<file path="config.mk">
export PLATFORM = sky130hd
export DESIGN_NAME = instr_issue
export DESIGN_NICKNAME = d
export VERILOG_FILES = /design/src/rtl/instr_issue.sv
export SDC_FILE = /design/constraint.sdc
export NUM_CORES = 1
export LEC_CHECK = 0
export ABC_AREA = 1
export CAP_MARGIN = 0
export CORE_MARGIN = 2
export CORE_UTILIZATION = 50
export CTS_CLUSTER_SIZE = 28
export DETAILED_ROUTE_END_ITERATION = 10
export HOLD_SLACK_MARGIN = 0.06
export PLACE_DENSITY = 0.72
export SYNTH_ARGS = -nofsm -noshare
export SYNTH_HDL_FRONTEND = slang
export SYNTH_SLANG_ARGS = --single-unit
export TNS_END_PERCENT = 10
</file>
<file path="constraint.sdc">
create_clock -name clk -period 3.3 [get_ports clk]
set_input_delay 0.495 -clock clk [delete_from_list [all_inputs] [get_ports clk]]
set_output_delay 0.495 -clock clk [all_outputs]
set_load 0.05 [all_outputs]
</file>
<file path="src/rtl/instr_issue.sv">
`default_nettype none
// ============================================================================
// Module   : instr_issue
// Purpose  : In-order instruction issue stage. Buffers upstream words in a
//            circular FIFO and forwards the head into the pipeline one per
//            cycle. A bubble is issued instead while the head reads a
//            register written by one of the last HAZ_WINDOW issue slots.
//            A halt word (all ones) is consumed without being forwarded and
//            freezes the block until reset.
// Revision : 1.0 - initial release
// ----------------------------------------------------------------------------
// Ports
//   clk          in   1   rising-edge clock
//   rst          in   1   synchronous active-high reset
//   in_valid     in   1   upstream offers in_instr this cycle
//   in_instr     in  32   upstream instruction word
//   in_ready     out  1   block accepts in_instr this cycle
//   InstrOut     out 32   registered instruction into the pipeline (0 = bubble)
//   issue_valid  out  1   registered, InstrOut holds a real instruction
//   halted       out  1   registered, halt word has been consumed
//   stall_cnt    out 16   saturating count of hazard-bubble cycles
// ============================================================================
module instr_issue #(
  parameter int FIFO_DEPTH = 4,
  parameter int HAZ_WINDOW = 2
) (
  input  logic        clk,
  input  logic        rst,
  input  logic        in_valid,
  input  logic [31:0] in_instr,
  output logic        in_ready,
  output logic [31:0] InstrOut,
  output logic        issue_valid,
  output logic        halted,
  output logic [15:0] stall_cnt
);

  localparam int          PTR_W     = $clog2(FIFO_DEPTH);
  localparam int          CNT_W     = PTR_W + 1;
  localparam logic [31:0] HALT_WORD = 32'hFFFF_FFFF;
  localparam logic [15:0] STALL_MAX = 16'hFFFF;

  typedef enum logic [0:0] {
    ST_RUN  = 1'b0,
    ST_HALT = 1'b1
  } state_t;

  // --------------------------------------------------------------------------
  // State
  // --------------------------------------------------------------------------
  state_t                   state_q;
  logic [31:0]              fifo_mem_q [FIFO_DEPTH];
  logic [PTR_W-1:0]         wr_ptr_q;
  logic [PTR_W-1:0]         rd_ptr_q;
  logic [CNT_W-1:0]         count_q;
  // Scoreboard: slot 0 is the most recent issue slot.
  logic [HAZ_WINDOW-1:0]    sb_vld_q;
  logic [HAZ_WINDOW*5-1:0]  sb_rd_q;
  logic [HAZ_WINDOW-1:0]    sb_vld_d;
  logic [HAZ_WINDOW*5-1:0]  sb_rd_d;
  logic [31:0]              instr_out_q;
  logic                     issue_valid_q;
  logic                     halted_q;
  logic [15:0]              stall_cnt_q;

  // --------------------------------------------------------------------------
  // FIFO status and handshake
  // --------------------------------------------------------------------------
  logic        fifo_empty;
  logic        fifo_full;
  logic        push;
  logic [31:0] head;

  assign fifo_empty = (count_q == '0);
  assign fifo_full  = (count_q == CNT_W'(FIFO_DEPTH));
  assign in_ready   = !fifo_full && (state_q == ST_RUN);
  assign push       = in_valid && in_ready;
  // Head is read from storage only, so a word can never issue in the cycle
  // it is written.
  assign head       = fifo_mem_q[rd_ptr_q];

  // --------------------------------------------------------------------------
  // Head decode
  // --------------------------------------------------------------------------
  logic [5:0] head_op;
  logic [4:0] head_rd;
  logic [4:0] head_rs;
  logic [4:0] head_rt;
  logic       head_is_r;
  logic       head_is_i;
  logic       head_reads_rs;
  logic       head_reads_rt;
  logic       head_writes;
  logic       head_is_halt;

  assign head_op       = head[31:26];
  assign head_rd       = head[25:21];
  assign head_rs       = head[20:16];
  assign head_rt       = head[15:11];
  assign head_is_r     = (head_op[5:3] == 3'b010);
  assign head_is_i     = (head_op[5:3] == 3'b011);
  assign head_reads_rs = head_is_r || head_is_i;
  assign head_reads_rt = head_is_r;
  assign head_writes   = head_is_r || head_is_i;
  assign head_is_halt  = (head == HALT_WORD);

  // --------------------------------------------------------------------------
  // RAW hazard against every valid scoreboard slot. r0 gets no exemption.
  // --------------------------------------------------------------------------
  logic [HAZ_WINDOW-1:0] slot_hit;

  for (genvar k = 0; k < HAZ_WINDOW; k++) begin : g_slot
    logic [4:0] slot_rd;
    assign slot_rd     = sb_rd_q[k*5 +: 5];
    assign slot_hit[k] = sb_vld_q[k] &&
                         ((head_reads_rs && (head_rs == slot_rd)) ||
                          (head_reads_rt && (head_rt == slot_rd)));
  end

  logic hazard;
  logic pop;
  logic issue_now;
  logic take_halt;

  assign hazard    = (state_q == ST_RUN) && !fifo_empty && (|slot_hit);
  assign pop       = (state_q == ST_RUN) && !fifo_empty && !hazard;
  assign issue_now = pop && !head_is_halt;
  assign take_halt = pop && head_is_halt;

  // Scoreboard shift: the slot just issued enters at position 0; bubbles and
  // non-writing instructions enter as invalid.
  always_comb begin
    sb_vld_d = sb_vld_q;
    sb_rd_d  = sb_rd_q;
    for (int k = HAZ_WINDOW - 1; k > 0; k--) begin
      sb_vld_d[k]       = sb_vld_q[k-1];
      sb_rd_d[k*5 +: 5] = sb_rd_q[(k-1)*5 +: 5];
    end
    sb_vld_d[0]  = issue_now && head_writes;
    sb_rd_d[4:0] = head_rd;
  end

  // --------------------------------------------------------------------------
  // FIFO storage (contents need no reset; pointers/count define validity)
  // --------------------------------------------------------------------------
  always_ff @(posedge clk) begin
    if (!rst && push) begin
      fifo_mem_q[wr_ptr_q] <= in_instr;
    end
  end

  // --------------------------------------------------------------------------
  // Control FSM with registered outputs
  // --------------------------------------------------------------------------
  always_ff @(posedge clk) begin
    if (rst) begin
      state_q       <= ST_RUN;
      wr_ptr_q      <= '0;
      rd_ptr_q      <= '0;
      count_q       <= '0;
      sb_vld_q      <= '0;
      sb_rd_q       <= '0;
      instr_out_q   <= '0;
      issue_valid_q <= 1'b0;
      halted_q      <= 1'b0;
      stall_cnt_q   <= '0;
    end else begin
      case (state_q)
        ST_RUN: begin
          // Depth is a power of two, so pointer overflow is the modulo wrap.
          if (push) begin
            wr_ptr_q <= wr_ptr_q + PTR_W'(1);
          end
          if (pop) begin
            rd_ptr_q <= rd_ptr_q + PTR_W'(1);
          end
          case ({push, pop})
            2'b10:   count_q <= count_q + CNT_W'(1);
            2'b01:   count_q <= count_q - CNT_W'(1);
            default: count_q <= count_q;
          endcase

          sb_vld_q      <= sb_vld_d;
          sb_rd_q       <= sb_rd_d;
          instr_out_q   <= issue_now ? head : 32'h0000_0000;
          issue_valid_q <= issue_now;

          if (hazard && (stall_cnt_q != STALL_MAX)) begin
            stall_cnt_q <= stall_cnt_q + 16'd1;
          end

          if (take_halt) begin
            state_q  <= ST_HALT;
            halted_q <= 1'b1;
          end
        end

        ST_HALT: begin
          // Everything else holds until reset.
          instr_out_q   <= 32'h0000_0000;
          issue_valid_q <= 1'b0;
          halted_q      <= 1'b1;
        end

        default: begin
          state_q <= ST_RUN;
        end
      endcase
    end
  end

  assign InstrOut    = instr_out_q;
  assign issue_valid = issue_valid_q;
  assign halted      = halted_q;
  assign stall_cnt   = stall_cnt_q;

endmodule
`default_nettype wire

</file>
==> results of run 1 <==
[metal layers]
metal / global-route usage / share of wire
met5: 0 / 0
met4: 0.0878 / 0.024
met3: 0.0488 / 0.054
met2: 0.364 / 0.48
met1: 0.281 / 0.44
[worst max path at each step]
stage                           from  slack, ns                to  cells past startpoint
after floorplan           count_q[1]      -0.23  fifo_mem_q[0][0]                      4
after global placement     flip-flop       0.41        count_q[2]                     17
after detailed placement   flip-flop       0.34        count_q[2]                     18
after CTS                  flip-flop       0.32        count_q[2]                     18
after global routing       flip-flop       0.06        count_q[2]                     18
final                      flip-flop       0.39        count_q[2]                     17
[through the flow]
stage               hold WS (ns)  area, µm²   util  instances
floorplan                  0.458       8220      -        822
global placement           0.437       9230  0.577       1107
detailed placement         0.446       9230  0.577       1107
CTS                        0.458       9840  0.615       1139
global route               0.473       9850  0.616       1139
finish                     0.460       9850  0.616       1139
[worst reg2reg max path: stages (launching register included)]
cell	delay, ns
dfxtp_1	0.32
inv_2	0.18
buf_6	0.26
nand3_1	0.11
nand2_1	0.17
nand3_1	0.13
nor2_1	0.15
nand3_1	0.09
nand2_1	0.08
nand2_2	0.07
nand2_4	0.09
nor2_4	0.06
ha_1	0.24
fa_1	0.39
o21ai_0	0.18
a21o_1	0.12
o21ai_0	0.09
a21oi_1	0.12
[cells in the mapped netlist (all sizes together)]
| master | n | area (µm²) |
|---|---|---|
| nand4 | 3 | 18.8 |
| a41oi | 1 | 8.76 |
| xor2 | 9 | 78.8 |
| and2 | 2 | 12.5 |
| edfxtp | 128 | 3840 |
| inv | 47 | 176 |
| a21o | 1 | 7.51 |
| nand3b | 3 | 22.5 |
| nor4 | 2 | 12.5 |
| o22a | 1 | 8.76 |
| o21ai | 23 | 115 |
| a31oi | 2 | 12.5 |
| nand2 | 256 | 981 |
| buf | 25 | 206 |
| clkbuf | 5 | 18.8 |
| fa | 1 | 20.0 |
| a32oi | 2 | 17.5 |
| nor2 | 82 | 340 |
| a21oi | 38 | 190 |
| a32o | 3 | 30.0 |
| xnor2 | 4 | 35.0 |
| nor3b | 1 | 7.51 |
| clkinv | 1 | 5.00 |
| nor3 | 13 | 65.1 |
| dfxtp | 72 | 1440 |
| ha | 6 | 75.1 |
| nand3 | 91 | 468 |
[flip-flops by register name (all words and copies together), names as in the netlist, named ones only]
register	cells
rd_ptr_q	2
fifo_mem_q	128
wr_ptr_q	2
halted	1
stall_cnt	16
sb_rd_q	10
state_q	1
sb_vld_q	2
InstrOut	32
count_q	3
issue_valid	1
[area by class of cell]
class	instances	area [µm²]
Multi-Input combinational cell	544	2540
Fill cell	1344	6150
Clock buffer	19	454
Inverter	48	184
Timing Repair Buffer	99	963
Sequential cell	200	5290
Clock inverter	13	159
Tap cell	216	270
[logic make-up (layout without fill, tap and decap cells)]
logic type,after synthesis,after routing,share of synthesized area
flops,200,200,0.643
fa+ha+maj,7,7,0.0116
xor+xnor,13,13,0.0139
buf+inv,78,179,0.0495
compound gates,71,71,0.0475
simple gates,453,453,0.235
[report_power, final]
part,switching [W],total (W),internal (W)
Sequential,0.000135,0.00311,0.00297
Clock,0.000942,0.00213,0.00119
Combinational,0.00206,0.00294,0.000880
Total,0.00313,0.00817,0.00504
==> results.cfg, run 1 <==
[global_routing]
grt_util_all_layers = 0.219
grt_antenna_before_repair = 0
grt_overflow = 0
grt_pass1_vias = 5971
grt_pass1_wl_mm = 29.9
grt_max_degree = 35

[sta]
period_minus_slack_ns = 2.91
max_slew.worst_pin.slew_ns = 0.581
rsz0062_at_grt = no
fin_crit_sh = 0.883
hold_viol = 0
tns_ns = 0
fin_ws_ns = 0.386
setup_viol = 0
clock_skew_ns = 0.0105
slew_headroom = 0.612
fmax_ghz = 0.343
slew_viol_final = 0

[drt]
wl_per_cell_um = 16.0
antenna_left = 0
vias = 5963
dr.first_iter.drc_count = 483
drc = 0
wl_mm = 18.3
first_pass_iters = 5
vias_per_cell = 5.24

[synth]
syn_avg_cell_area_um2 = 10.0
ys_ff_latch = 200
syn_inst = 822
yosys_warnings = 0
synth.distinct_cells = 36
synthesis.area_um2 = 8220
ys_seq_area_frac = 0.643
synth_nets = 864

[clocking]
clk_pin_slew_ns = 0.07
clock_path_buffers = 2
postCtsSetupBuffers = 0
htree_levels = 4
ctsResizeCount = 0
clkSinkCount = 200
cts-root-buf = clkbuf_16
hold_buffers = 0
cts_tree = yes
cts_made_buffers = 17
clk-insertion-delay-late_ns = 0.44

[min_path]
hp-start = halted
hp-class = flip-flop to flip-flop
min_delay_path_depth = 2
hold_end = halted

[power]
ir_drop_uv = 482
cellPowerDensity_nw_per_um2 = 829
power.leakage_nw = 3.75
power_w = 0.00817

[placement]
dp_hpwl_mm = 12.0
port_buffers = 85
place_congestion = 0.904
dp_slack_ns = 0.335

[job]
max_cap_violations = 0

[finish]
final_common_cell = nand2_1
drive_above_1_share = 0.0758
syn2layout_area_growth_pct = 19.9
mostFrequentLayoutCells = nand2_1 (252), edfxtp_1 (128), nand3_1 (90), clkdlybuf4s50_1 (85), dfxtp_1 (71)
nNetsFinal = 952
diodes = 0

[critical_path]
critPathTopFamily = simple AND/OR/NAND/NOR gates
endpoint_kind = flip-flop
reg2reg_slack_ns = 0.39
cpMostUsedCell = nand3_1
worstPathRequired_ns = 3.67
critPathArrivalTime_ns = 3.29
reg2reg_depth = 17
start_kind = flip-flop
r2r_end = count_q[2]
cp_slowest_cell = fa_1
critPathKind = flip-flop to flip-flop
crit_chain = inv_2 > buf_6 > nand3_1 > nand2_1 > nand3_1 > nor2_1 > nand3_1 > nand2_1 > nand2_2 > nand2_4 > nor2_4 > ha_1 > fa_1 > o21ai_0 > a21o_1 > o21ai_0 > a21oi_1
critPathMaxFanout = 22
crit_buf_inv = 2
slowest_delay_ns = 0.39

[floorplan]
fp.dieW_um = 132
ios = 86
die_h_um = 132
placementRows = 46
coreArea_um2 = 16000
dieArea_um2 = 17500
start_util = 0.514

[outcome]
status = finished, final reports clean
Note: power is estimated with default switching activity, not from simulation.
==> run 2, diff against run 1 <==
--- a/config.mk
+++ b/config.mk
@@ -13,6 +13,8 @@
 export DETAILED_ROUTE_END_ITERATION = 10
 export HOLD_SLACK_MARGIN = 0.06
 export PLACE_DENSITY = 0.72
+export REMOVE_ABC_BUFFERS = 1
+export SKIP_CTS_REPAIR_TIMING = 1
 export SYNTH_ARGS = -nofsm -noshare
 export SYNTH_HDL_FRONTEND = slang
 export SYNTH_SLANG_ARGS = --single-unit
==> run 2 against run 1 <==
Maximum frequency decreased by 0.73%. Utilization increased by 0.22 points. First-iteration DRC count is 15% lower. Clock skew hardly changed. Sequential share of layout area down 0.16 points. Power shrank 0.23%. Final area increased by 0.36%. Routed wire length shrank 1.7%. Die area stayed put. Non-clock buffer count is 5 higher. Critical path type unchanged. Largest power group unchanged.
==> results.cfg, run 2 (synthesis results as in run 1) <==
[sta]
fin_crit_sh = 0.889
clock_skew_ns = 0.0102
max_slew.worst_pin.slew_ns = 0.583
whs_ns = 0.468
period_minus_slack_ns = 2.93
setup_viol = 0
slew_viol_final = 0
rsz0062_at_grt = no
slew_headroom = 0.611
hold_viol = 0
fmax_ghz = 0.341
tns_ns = 0

[finish]
final_util = 0.618
diodes = 0
syn2layout_area_growth_pct = 20.3
largest_reg_flops = 128
final_common_cell = nand2_1
regMostFlops = fifo_mem_q
fillers = 1321
drive_above_1_share = 0.0808
nNetsFinal = 957
fin_cells = 1144
mostFrequentLayoutCells = nand2_1 (251), edfxtp_1 (128), nand3_1 (90), clkdlybuf4s50_1 (85), dfxtp_1 (71)

[global_routing]
grt_max_degree = 34
grt_overflow = 0
grt_pass1_wl_mm = 29.3
grt_antenna_before_repair = 0
grt_pass1_vias = 5835
grt_util_all_layers = 0.215

[drt]
wl_per_cell_um = 15.7
drc = 0
vias_per_cell = 5.24
vias = 5995
antenna_left = 0
dr.first_iter.drc_count = 409
wl_mm = 18.0
first_pass_iters = 5

[clocking]
cts_made_buffers = 17
clock_path_buffers = 2
cts_tree = yes
clk-insertion-delay-late_ns = 0.43
htree_levels = 4
clk_pin_slew_ns = 0.07
cts-root-buf = clkbuf_16
clkSinkCount = 200

[placement]
dp_hpwl_mm = 11.9
place_congestion = 0.871
port_buffers = 85
place_inst = 1112

[critical_path]
r2r_end = count_q[2]
endpoint_kind = flip-flop
critPathKind = flip-flop to flip-flop
worstPathRequired_ns = 3.67
critPathArrivalTime_ns = 3.31
start_kind = flip-flop
reg2reg_slack_ns = 0.37
slowest_delay_ns = 0.39
critPathMaxFanout = 15
reg2reg_depth = 17
crit_chain = inv_2 > buf_4 > nand3_1 > nand2_1 > nand3_1 > nor2_1 > nand3_1 > nand2_1 > nand2_2 > nand2_4 > nor2_4 > ha_1 > fa_1 > o21ai_0 > a21o_1 > o21ai_0 > a21oi_1
endpoint = count_q[2]
cp_slowest_cell = fa_1
cpMostUsedCell = nand3_1

[power]
cellPowerDensity_nw_per_um2 = 824
ir_drop_uv = 524
power.leakage_nw = 3.76

[floorplan]
fp.dieW_um = 132
dieArea_um2 = 17500
coreArea_um2 = 16000
start_util = 0.514
placementRows = 46
ios = 86
die_h_um = 132

[job]
max_cap_violations = 0

[min_path]
hp-class = flip-flop to flip-flop
min_delay_path_depth = 2

[outcome]
status = finished, final reports clean
[run 2: worst min-delay path by stage]
stage / start / end / slack (ns)
floorplan: count_q[2] / count_q[2] / 0.46
global placement: halted / halted / 0.44
detailed placement: halted / halted / 0.47
CTS: halted / halted / 0.48
global route: halted / halted / 0.52
finish: halted / halted / 0.47
[run 2: cell type report]
type	instances	area, µm²	share of cell area
Sequential cell	200	5290	0.535
Multi-Input combinational cell	544	2540	0.257
Clock buffer	17	425	0.0430
Clock inverter	15	173	0.0175
Inverter	48	181	0.0183
Timing Repair Buffer	104	1010	0.102
Tap cell	216	270	0.0273
[run 2: per-stage QoR]
step                total power [W]  setup slack [ns]  area [µm²]
CTS                         0.00815             0.246        9870
global placement            0.00602             0.374        9270
global route                0.00862           0.00569        9890
detailed placement          0.00606             0.289        9270
finish                      0.00815             0.365        9890
floorplan                   0.00510            -0.713        7990
[run 2: critical path, delay by kind of cell (launching register included)]
kind                     cells  cell delay (ns)
flip-flops                   1             0.32
AND/OR/NAND/NOR              9             0.90
adder cells (fa/ha/maj)      2             0.63
AO/OA/AOI/OAI                4             0.48
buffers and inverters        2             0.53
[run 2: report_power, final]
group          switching [W]  internal, W
Combinational        0.00202     0.000911
Sequential          0.000146      0.00297
Clock               0.000901      0.00119
Total                0.00307      0.00508
[run 2: metal layers]
metal / global-route usage / wire [µm] / vias up
met5: 0 / 0 / -
met3: 0.0408 / 822 / 27
met4: 0.0789 / 357 / 0
met1: 0.272 / 7830 / 2857
li1: - / - / 2936
met2: 0.369 / 8950 / 175
==> run 3, diff against run 2 <==
--- a/config.mk
+++ b/config.mk
@@ -15,6 +15,7 @@
 export PLACE_DENSITY = 0.72
 export REMOVE_ABC_BUFFERS = 1
 export SKIP_CTS_REPAIR_TIMING = 1
+export SLEW_MARGIN = 20
 export SYNTH_ARGS = -nofsm -noshare
 export SYNTH_HDL_FRONTEND = slang
 export SYNTH_SLANG_ARGS = --single-unit
==> results of run 3 <==
No change in the layout: final DEF, timing and power equal those of run 2.
